[config.mk]
export PLATFORM = sky130hd
export DESIGN_NAME = bitonic_stream_loader
export DESIGN_NICKNAME = d
export VERILOG_FILES = /design/src/rtl/bitonic_stream_loader.sv
export SDC_FILE = /design/constraint.sdc
export NUM_CORES = 1
export LEC_CHECK = 0
export CAP_MARGIN = 20
export CORE_MARGIN = 5
export CORE_UTILIZATION = 45
export DETAILED_ROUTE_END_ITERATION = 6
export GPL_ROUTABILITY_DRIVEN = 1
export MAX_ROUTING_LAYER = met4
export PLACE_DENSITY_LB_ADDON = 0.1
export SYNTH_ARGS = -nofsm -noshare
export SYNTH_HDL_FRONTEND = slang
export SYNTH_SLANG_ARGS = --single-unit
[constraint.sdc]
create_clock -name clk -period 1.7 [get_ports clk]
set_input_delay 0.255 -clock clk [delete_from_list [all_inputs] [get_ports clk]]
set_output_delay 0.255 -clock clk [all_outputs]
set_load 0.005 [all_outputs]
[src/rtl/bitonic_stream_loader.sv]
// bitonic_stream_loader
// Deserialises a one-word-per-cycle valid/ready stream into DEPTH-wide
// frames for the downstream bitonic sorter. Each completed frame is
// presented for exactly one cycle on seq_out with valid_out high.
//
// A frame that ends early (in_last before DEPTH words) is completed with a
// sort-neutral pad word, so that the pads collect at the tail once the frame
// is sorted. pad_count tells the consumer how many tail slots to drop.
//
// Ports:
//   clk        clock, all logic on the rising edge
//   rst        synchronous reset, active low (0 = reset)
//   in_valid   input word valid
//   in_ready   loader can accept a word this cycle (low while padding)
//   in_data    input word, WIDTH bits, unsigned
//   in_last    accepted word is the final word of its frame
//   seq_out    emitted frame, index 0 = first word received
//   valid_out  one-cycle pulse marking a complete frame on seq_out
//   pad_count  number of padded tail slots in the emitted frame
//   frame_cnt  (BITONIC_LOADER_STATS_EN only) count of emitted frames
//   short_cnt  (BITONIC_LOADER_STATS_EN only) count of emitted padded frames
//
// Optional feature: define BITONIC_LOADER_STATS_EN to add the frame_cnt and
// short_cnt statistics outputs. Without it the module has no such ports.
module bitonic_stream_loader #(
  parameter int   DEPTH = 8,
  parameter int   WIDTH = 32,
  parameter logic DIR   = 1'b1
) (
  input  logic                     clk,
  input  logic                     rst,
  input  logic                     in_valid,
  output logic                     in_ready,
  input  logic [WIDTH-1:0]         in_data,
  input  logic                     in_last,
  output logic [WIDTH-1:0]         seq_out [DEPTH-1:0],
  output logic                     valid_out,
  output logic [$clog2(DEPTH)-1:0] pad_count
`ifdef BITONIC_LOADER_STATS_EN
  ,
  output logic [31:0]              frame_cnt,
  output logic [31:0]              short_cnt
`endif
);

  localparam int               CW       = $clog2(DEPTH);
  localparam logic [CW-1:0]    CNT_ZERO = {CW{1'b0}};
  localparam logic [CW-1:0]    CNT_ONE  = CW'(1);
  localparam logic [CW-1:0]    CNT_LAST = CW'(DEPTH - 1);
  // Ascending sorters push all-ones to the tail, descending ones push zero.
  localparam logic [WIDTH-1:0] PAD_VAL  = DIR ? {WIDTH{1'b1}} : {WIDTH{1'b0}};

  typedef enum logic [0:0] {
    FILL = 1'b0,
    PAD  = 1'b1
  } state_e;

  state_e           state_q, state_d;
  logic [CW-1:0]    cnt_q, cnt_d;
  logic [CW-1:0]    pad_r_q, pad_r_d;
  logic [WIDTH-1:0] frame_q [DEPTH-1:0];
  logic [WIDTH-1:0] frame_d [DEPTH-1:0];
  logic             emit_s;
  logic [CW-1:0]    emit_pad_s;
  logic             in_ready_s;

  logic             valid_q;
  logic [CW-1:0]    pad_count_q;
  logic [WIDTH-1:0] seq_q [DEPTH-1:0];

  // Next-state logic: slot writes, counter advance and frame completion.
  always_comb begin
    state_d    = state_q;
    cnt_d      = cnt_q;
    pad_r_d    = pad_r_q;
    frame_d    = frame_q;
    emit_s     = 1'b0;
    emit_pad_s = CNT_ZERO;
    in_ready_s = 1'b0;
    case (state_q)
      FILL: begin
        in_ready_s = 1'b1;
        if (in_valid) begin
          frame_d[cnt_q] = in_data;
          if (cnt_q == CNT_LAST) begin
            // Full frame: in_last is irrelevant here, no pads.
            emit_s = 1'b1;
            cnt_d  = CNT_ZERO;
          end else begin
            cnt_d = cnt_q + CNT_ONE;
            if (in_last) begin
              pad_r_d = CNT_LAST - cnt_q;
              state_d = PAD;
            end else begin
              state_d = FILL;
            end
          end
        end else begin
          state_d = FILL;
        end
      end
      PAD: begin
        frame_d[cnt_q] = PAD_VAL;
        if (cnt_q == CNT_LAST) begin
          emit_s     = 1'b1;
          emit_pad_s = pad_r_q;
          cnt_d      = CNT_ZERO;
          state_d    = FILL;
        end else begin
          cnt_d = cnt_q + CNT_ONE;
        end
      end
      default: begin
        state_d = FILL;
        cnt_d   = CNT_ZERO;
      end
    endcase
  end

  // State, buffer and registered output stage. The output copy takes the
  // next-state buffer so the word written on the completing edge is included.
  always_ff @(posedge clk) begin
    if (!rst) begin
      state_q     <= FILL;
      cnt_q       <= CNT_ZERO;
      pad_r_q     <= CNT_ZERO;
      valid_q     <= 1'b0;
      pad_count_q <= CNT_ZERO;
      for (int i = 0; i < DEPTH; i++) begin
        frame_q[i] <= {WIDTH{1'b0}};
        seq_q[i]   <= {WIDTH{1'b0}};
      end
    end else begin
      state_q     <= state_d;
      cnt_q       <= cnt_d;
      pad_r_q     <= pad_r_d;
      valid_q     <= emit_s;
      pad_count_q <= emit_s ? emit_pad_s : CNT_ZERO;
      for (int i = 0; i < DEPTH; i++) begin
        frame_q[i] <= frame_d[i];
        seq_q[i]   <= emit_s ? frame_d[i] : {WIDTH{1'b0}};
      end
    end
  end

  assign in_ready  = in_ready_s;
  assign valid_out = valid_q;
  assign pad_count = pad_count_q;
  assign seq_out   = seq_q;

`ifdef BITONIC_LOADER_STATS_EN
  logic [31:0] frame_cnt_q;
  logic [31:0] short_cnt_q;

  // Statistics counters, updated on the same edge that raises valid_out.
  always_ff @(posedge clk) begin
    if (!rst) begin
      frame_cnt_q <= 32'd0;
      short_cnt_q <= 32'd0;
    end else begin
      if (emit_s) begin
        frame_cnt_q <= frame_cnt_q + 32'd1;
      end else begin
        frame_cnt_q <= frame_cnt_q;
      end
      if (emit_s && (emit_pad_s != CNT_ZERO)) begin
        short_cnt_q <= short_cnt_q + 32'd1;
      end else begin
        short_cnt_q <= short_cnt_q;
      end
    end
  end

  assign frame_cnt = frame_cnt_q;
  assign short_cnt = short_cnt_q;
`endif

endmodule

==> Word-level counts from Yosys, hierarchy flattened <==
Cells that the tools add are included.
{ "totals": {"ff_bits": 523, "elab_cells": 51, "in_bits": 36} }
{ "op_classes": {"n_lt_le_gt_ge": 2, "n_mux": 17, "n_eq_ne": 2, "n_reduce_logical": 4, "n_bitwise": 3, "n_addsub": 2} }
{ "op_table": {"columns": ["operator", "count"], "rows": [
  ["256-bit case mux with 2 select lines", 1],
  ["256-bit bitwise mux", 1],
  ["256-bit two-way mux", 1],
  ["256-bit OR", 1],
  ["32-bit demux with 3-bit select", 1],
  ["32-bit two-way mux", 1],
  ["4-bit AND reduction", 2],
  ["1-bit two-way mux", 7],
  ["3-bit two-way mux", 2],
  ["3-bit case mux with 2 select lines", 1],
  ["3-bit by 4-bit < comparator with 1-bit output (second input constant)", 1],
  ["1-bit case mux with 2 select lines", 2],
  ["3-bit by 1-bit adder with 3-bit output (second input constant)", 1],
  ["3-bit equality test (second input constant)", 1],
  ["3-bit by 1-bit >= comparator with 1-bit output (second input constant)", 1],
  ["3-bit subtractor (first input constant)", 1],
  ["2-bit inequality test (second input constant)", 1],
  ["1-bit NOT", 2],
  ["2-bit AND reduction", 1],
  ["1-bit logical AND", 1]
]} }

==> Depth between registers and ports, before layout <==
{ "logic_depth": {"ltp_word": 7, "mapped_depth": 7, "depth_no_buf": 5} }

==> Worst setup path after synthesis <==
OpenSTA, ideal clock, no wires.
{ "synth_timing": {"kind": "reg-to-reg", "from": "register cnt_q[0]", "to": "register seq_q, in the netlist seq_out[155]", "arrival_time_ns": 1.453, "synth_period_minus_slack_ns": 1.569, "path_stages_with_launch": 8, "path_buffers": 2, "slack_ns": 0.131, "path_cell_list": "dfxtp_1 -> ha_1 -> ha_1 -> o211ai_2 -> buf_2 -> buf_1 -> a21oi_1 -> o211a_1"} }
{ "synth_via": {"elab_chain_len": 7, "word_cells_on_any_way": 14} }
{ "synth_lines": {"columns": ["element", "line_no", "source"], "rows": [
  ["start: declaration", "59", "logic [CW-1:0] cnt_q, cnt_d;"],
  ["start signal: assignment", "135", "cnt_q <= cnt_d;"],
  ["3-bit by 4-bit < comparator with 1-bit output (not written as such) / 3-bit by 1-bit >= comparator with 1-bit output (equally long branches)", "84, 103", null],
  ["1-bit logical AND (not written as such)", "84, 103", null],
  ["32-bit two-way mux (not written as such)", "84, 103", null],
  ["32-bit demux with 3-bit select", "84, 103", null],
  ["256-bit bitwise mux", "84", "frame_d[cnt_q] = in_data;"],
  ["256-bit two-way mux", "83", "if (in_valid) begin"],
  ["256-bit case mux with 2 select lines", "80", "case (state_q)"],
  ["end signal: indexed assignment", "131", "seq_q[i] <= {WIDTH{1'b0}};"],
  ["end signal: indexed assignment", "141", "seq_q[i] <= emit_s ? frame_d[i] : {WIDTH{1'b0}};"],
  ["end: declaration", "69", "logic [WIDTH-1:0] seq_q [DEPTH-1:0];"]
]} }
Parallel ways exist; a longest one is shown, timed or not.
A chain may end at the register's enable or synchronous reset.

==> Worst setup path after layout <==
{ "layout_timing": {"from": "register cnt_q[2]", "to": "register frame_q[18] in the netlist's numbering"} }
{ "layout_via": {"elab_chain_len": 7, "word_cells_on_any_way": 9} }
{ "layout_lines": {"columns": ["element", "line_no", "source"], "rows": [
  ["3-bit by 4-bit < comparator with 1-bit output (not written as such) / 3-bit by 1-bit >= comparator with 1-bit output (equally long branches)", "84, 103", null],
  ["1-bit logical AND (not written as such)", "84, 103", null],
  ["32-bit two-way mux (not written as such)", "84, 103", null],
  ["32-bit demux with 3-bit select (*)", "84, 103", null],
  ["256-bit bitwise mux", "84", null],
  ["256-bit two-way mux", "83", null],
  ["256-bit case mux with 2 select lines (*)", "80", null],
  ["end signal: indexed assignment", "130", "frame_q[i] <= {WIDTH{1'b0}};"],
  ["end signal: indexed assignment", "140", "frame_q[i] <= frame_d[i];"],
  ["end: declaration", "61", "logic [WIDTH-1:0] frame_q [DEPTH-1:0];"]
]} }
Mark *: on every way between the ends. The rest lies on a longest branch, timed or not.

==> flow_metrics.tcl <==
set metrics [dict create \
    layout_common_cells "dfxtp_1, o211a_1, a21oi_1" \
    finalSetupViolations 4 \
    vdd_drop_max_mv 0.741 \
    ios 297 \
    synthCells 2146 \
    hold_violations 0 \
    tritoncts "yes" \
    synth_nets 2184 \
    drc 0 \
    root_buffer "clkbuf_16" \
    finalCritPeriodShare_pct 102 \
    cts_sinks 523 \
    dp_cells 3006 \
    grt_setup_unrepaired "yes" \
    worst_slew_pin_slew_ns 0.802 \
    finalNetCount 2523 \
    clock_path_buffers 3 \
    rows 80 \
    core_sq_mm 0.0473 \
    power.density_mw_per_mm2 993 \
    regArea_sq_mm 0.0105 \
    die_h_microns 228 \
    synth_area_leaders "dfxtp_1, o211a_1, a21oi_1, or3_1, clkbuf_1" \
    grt_max_degree 84 \
    hpwl_microns 41200 \
    drt-initial-drc-count 1160 \
    design.die.area_sq_mm 0.0520 \
    avgSynthCellArea_sq_um 9.97 \
    min_path_type "input pin to flip-flop" \
    cts_made_buffers 55 \
    yosysWarningCount 0 \
    status "finished with violations" \
    seq_area_frac_synth_pct 48.9 \
    via_count 18700 \
    post-route-min-period_ns 1.74 \
    wl_per_cell_microns 21.3 \
    path_clk_slew_ns 0.06 \
    hold_start "in_data[30]" \
    fmax_mhz 576 \
    drive_gt1_share_pct 19.3 \
    cts_hold_buf 0 \
    arrival_ns 2.21 \
    multi_input_area_sq_mm 0.0101 \
    antenna_found_initial 1 \
    synth_area_sq_mm 0.0214 \
    worstSetupPathType "flip-flop to flip-flop" \
    stdcell_count 3139 \
    die_w_microns 228 \
    end_kind "flip-flop" \
    finalSetupTns_ns -0.0481 \
    grt_pass1_vias 17900 \
    overflow 0 \
    ys_ff_latch 523 \
    start_util_pct 45.2 \
    slew_headroom_pct 46.5 \
    gp_congestion 0.804 \
    netlist.area_leader.share_pct 48.9 \
    fin_skew_ns 0.00947 \
    grt_pass1_wl_microns 99100 \
    r2r_start "cnt_q[2]" \
    drv_cap 0 \
    path_max_fanout 16 \
    min_path_cells 3 \
    r2r_slack_ns -0.04 \
    area_delta_synth_final_pct 35.6 \
    viasPerCell 5.95 \
    pre_cts_ws_ns -0.499 \
    min_to "frame_q[30]" \
    grt.total_usage_pct 23.7 \
    portBuffers 296 \
    r2r_cells 7 \
    fillers 3908 \
    start_kind "flip-flop" \
    r2r-end "frame_q[18]" \
    synth_top_area_cell "dfxtp_1" \
    power.leakage_uw 0.0171 \
    htreeDepth 2 \
    ant_nets 0 \
    mostFrequentLayoutCell "dfxtp_1" \
    crit_start "cnt_q[2]" \
    ys_types 39 \
    finalWirelength_microns 66900 \
    violations "setup timing" \
    drtPass1Iterations 5 \
    fin_ws_ns -0.0372 \
    final_max_slew_viol_count 0 \
    diodes 0 \
    cp.required_ns 2.18 \
    insertion_delay_ns 0.59 \
]
[layout make-up]
class / count / area share (%)
Sequential cell: 523 / 36.3
Multi-Input combinational cell: 1361 / 34.7
Timing Repair Buffer: 537 / 20.0
Clock buffer: 88 / 5.87
Tap cell: 615 / 2.65
Clock inverter: 8 / 0.405
Inverter: 7 / 0.116
[layer usage]
metal | wire length [microns] | track usage (%) | part of all wire [%] | vias up
li1 | - | - | - | 8814
met1 | 30400 | 32.8 | 46 | 9196
met2 | 30700 | 36.0 | 46 | 546
met4 | 2180 | 7.75 | 3.3 | 0
met3 | 3510 | 3.46 | 5.2 | 122
met5 | 0 | - | 0 | -
[cells in the mapped netlist, drive strengths merged]
| library cell | n |
|---|---|
| a211oi | 13 |
| a21oi | 440 |
| and2 | 2 |
| and4 | 1 |
| and4b | 3 |
| and4bb | 4 |
| buf | 136 |
| clkbuf | 119 |
| dfxtp | 523 |
| ha | 2 |
| inv | 7 |
| mux2i | 2 |
| nand2 | 7 |
| nand2b | 8 |
| nand3 | 2 |
| nand3b | 1 |
| nor2 | 66 |
| nor3 | 68 |
| nor3b | 1 |
| nor4 | 64 |
| nor4b | 1 |
| o211a | 436 |
| o211ai | 1 |
| o21ai | 5 |
| o22ai | 6 |
| o31ai | 2 |
| or2 | 6 |
| or3 | 219 |
| or4b | 1 |
[critical path, cell delays in order (launching register included)]
cell and delay (ns):
dfxtp_4 0.36, buf_6 0.13, buf_6 0.12, nor4b_4 0.22, buf_4 0.18, clkbuf_16 0.18, nor3_1 0.11, nor4_1 0.31
[kinds of logic after synthesis]
| family | share of synthesized area (%) |
|---|---|
| compound gates | 31.7 |
| flops | 48.9 |
| simple gates | 13.2 |
| buf+inv | 5.96 |
| mux | 0.0935 |
| fa+ha+maj | 0.117 |
[repair_timing]
| item | 4_1_cts | 5_1_grt |
|---|---|---|
| cloned | 5 | 17 |
| buffers inserted | 9 | 6 |
| pin swaps | 2 | 15 |
| endpoints found under the setup margin | 659 | 379 |
| gates resized for setup | 269 | 121 |
[sequential cells by signal, indices dropped and copies added, names as in the netlist]
register and count:
seq_out 256, cnt_q 3, pad_r_q 3, pad_count 3, valid_out 1, frame_q 256, state_q 1
[report_power, final]
group | leakage, uW | internal [uW] | switching, uW
logic | 0.0119 | 1530 | 2000
clock network | 0.000893 | 7240 | 4840
registers | 0.00428 | 12800 | 376
total | 0.0171 | 21600 | 7210
[how the worst max path moves through the flow]
stage / to / slack, ns
2_1_floorplan: seq_out[155] / 0.13
3_3_place_gp: seq_out[165] / -0.44
3_5_place_dp: seq_out[8] / -0.50
4_1_cts: in_ready / -0.29
5_1_grt: frame_q[13] / -0.08
6_report: frame_q[18] / -0.04
[metrics by stage]
step | area [sq um] | hold slack (ns) | util (%) | power, uW
final | 29000 | 0.416 | 61.3 | 28800
after global routing | 29000 | 0.419 | 61.3 | 30000
after CTS | 28100 | 0.374 | 59.4 | 28700
after detailed placement | 26100 | 0.465 | 55.1 | 16600
after global placement | 26000 | 0.465 | 55.0 | 16400
after floorplan | 21400 | 0.377 | - | 15600
Note: power is estimated with default switching activity, not from simulation.
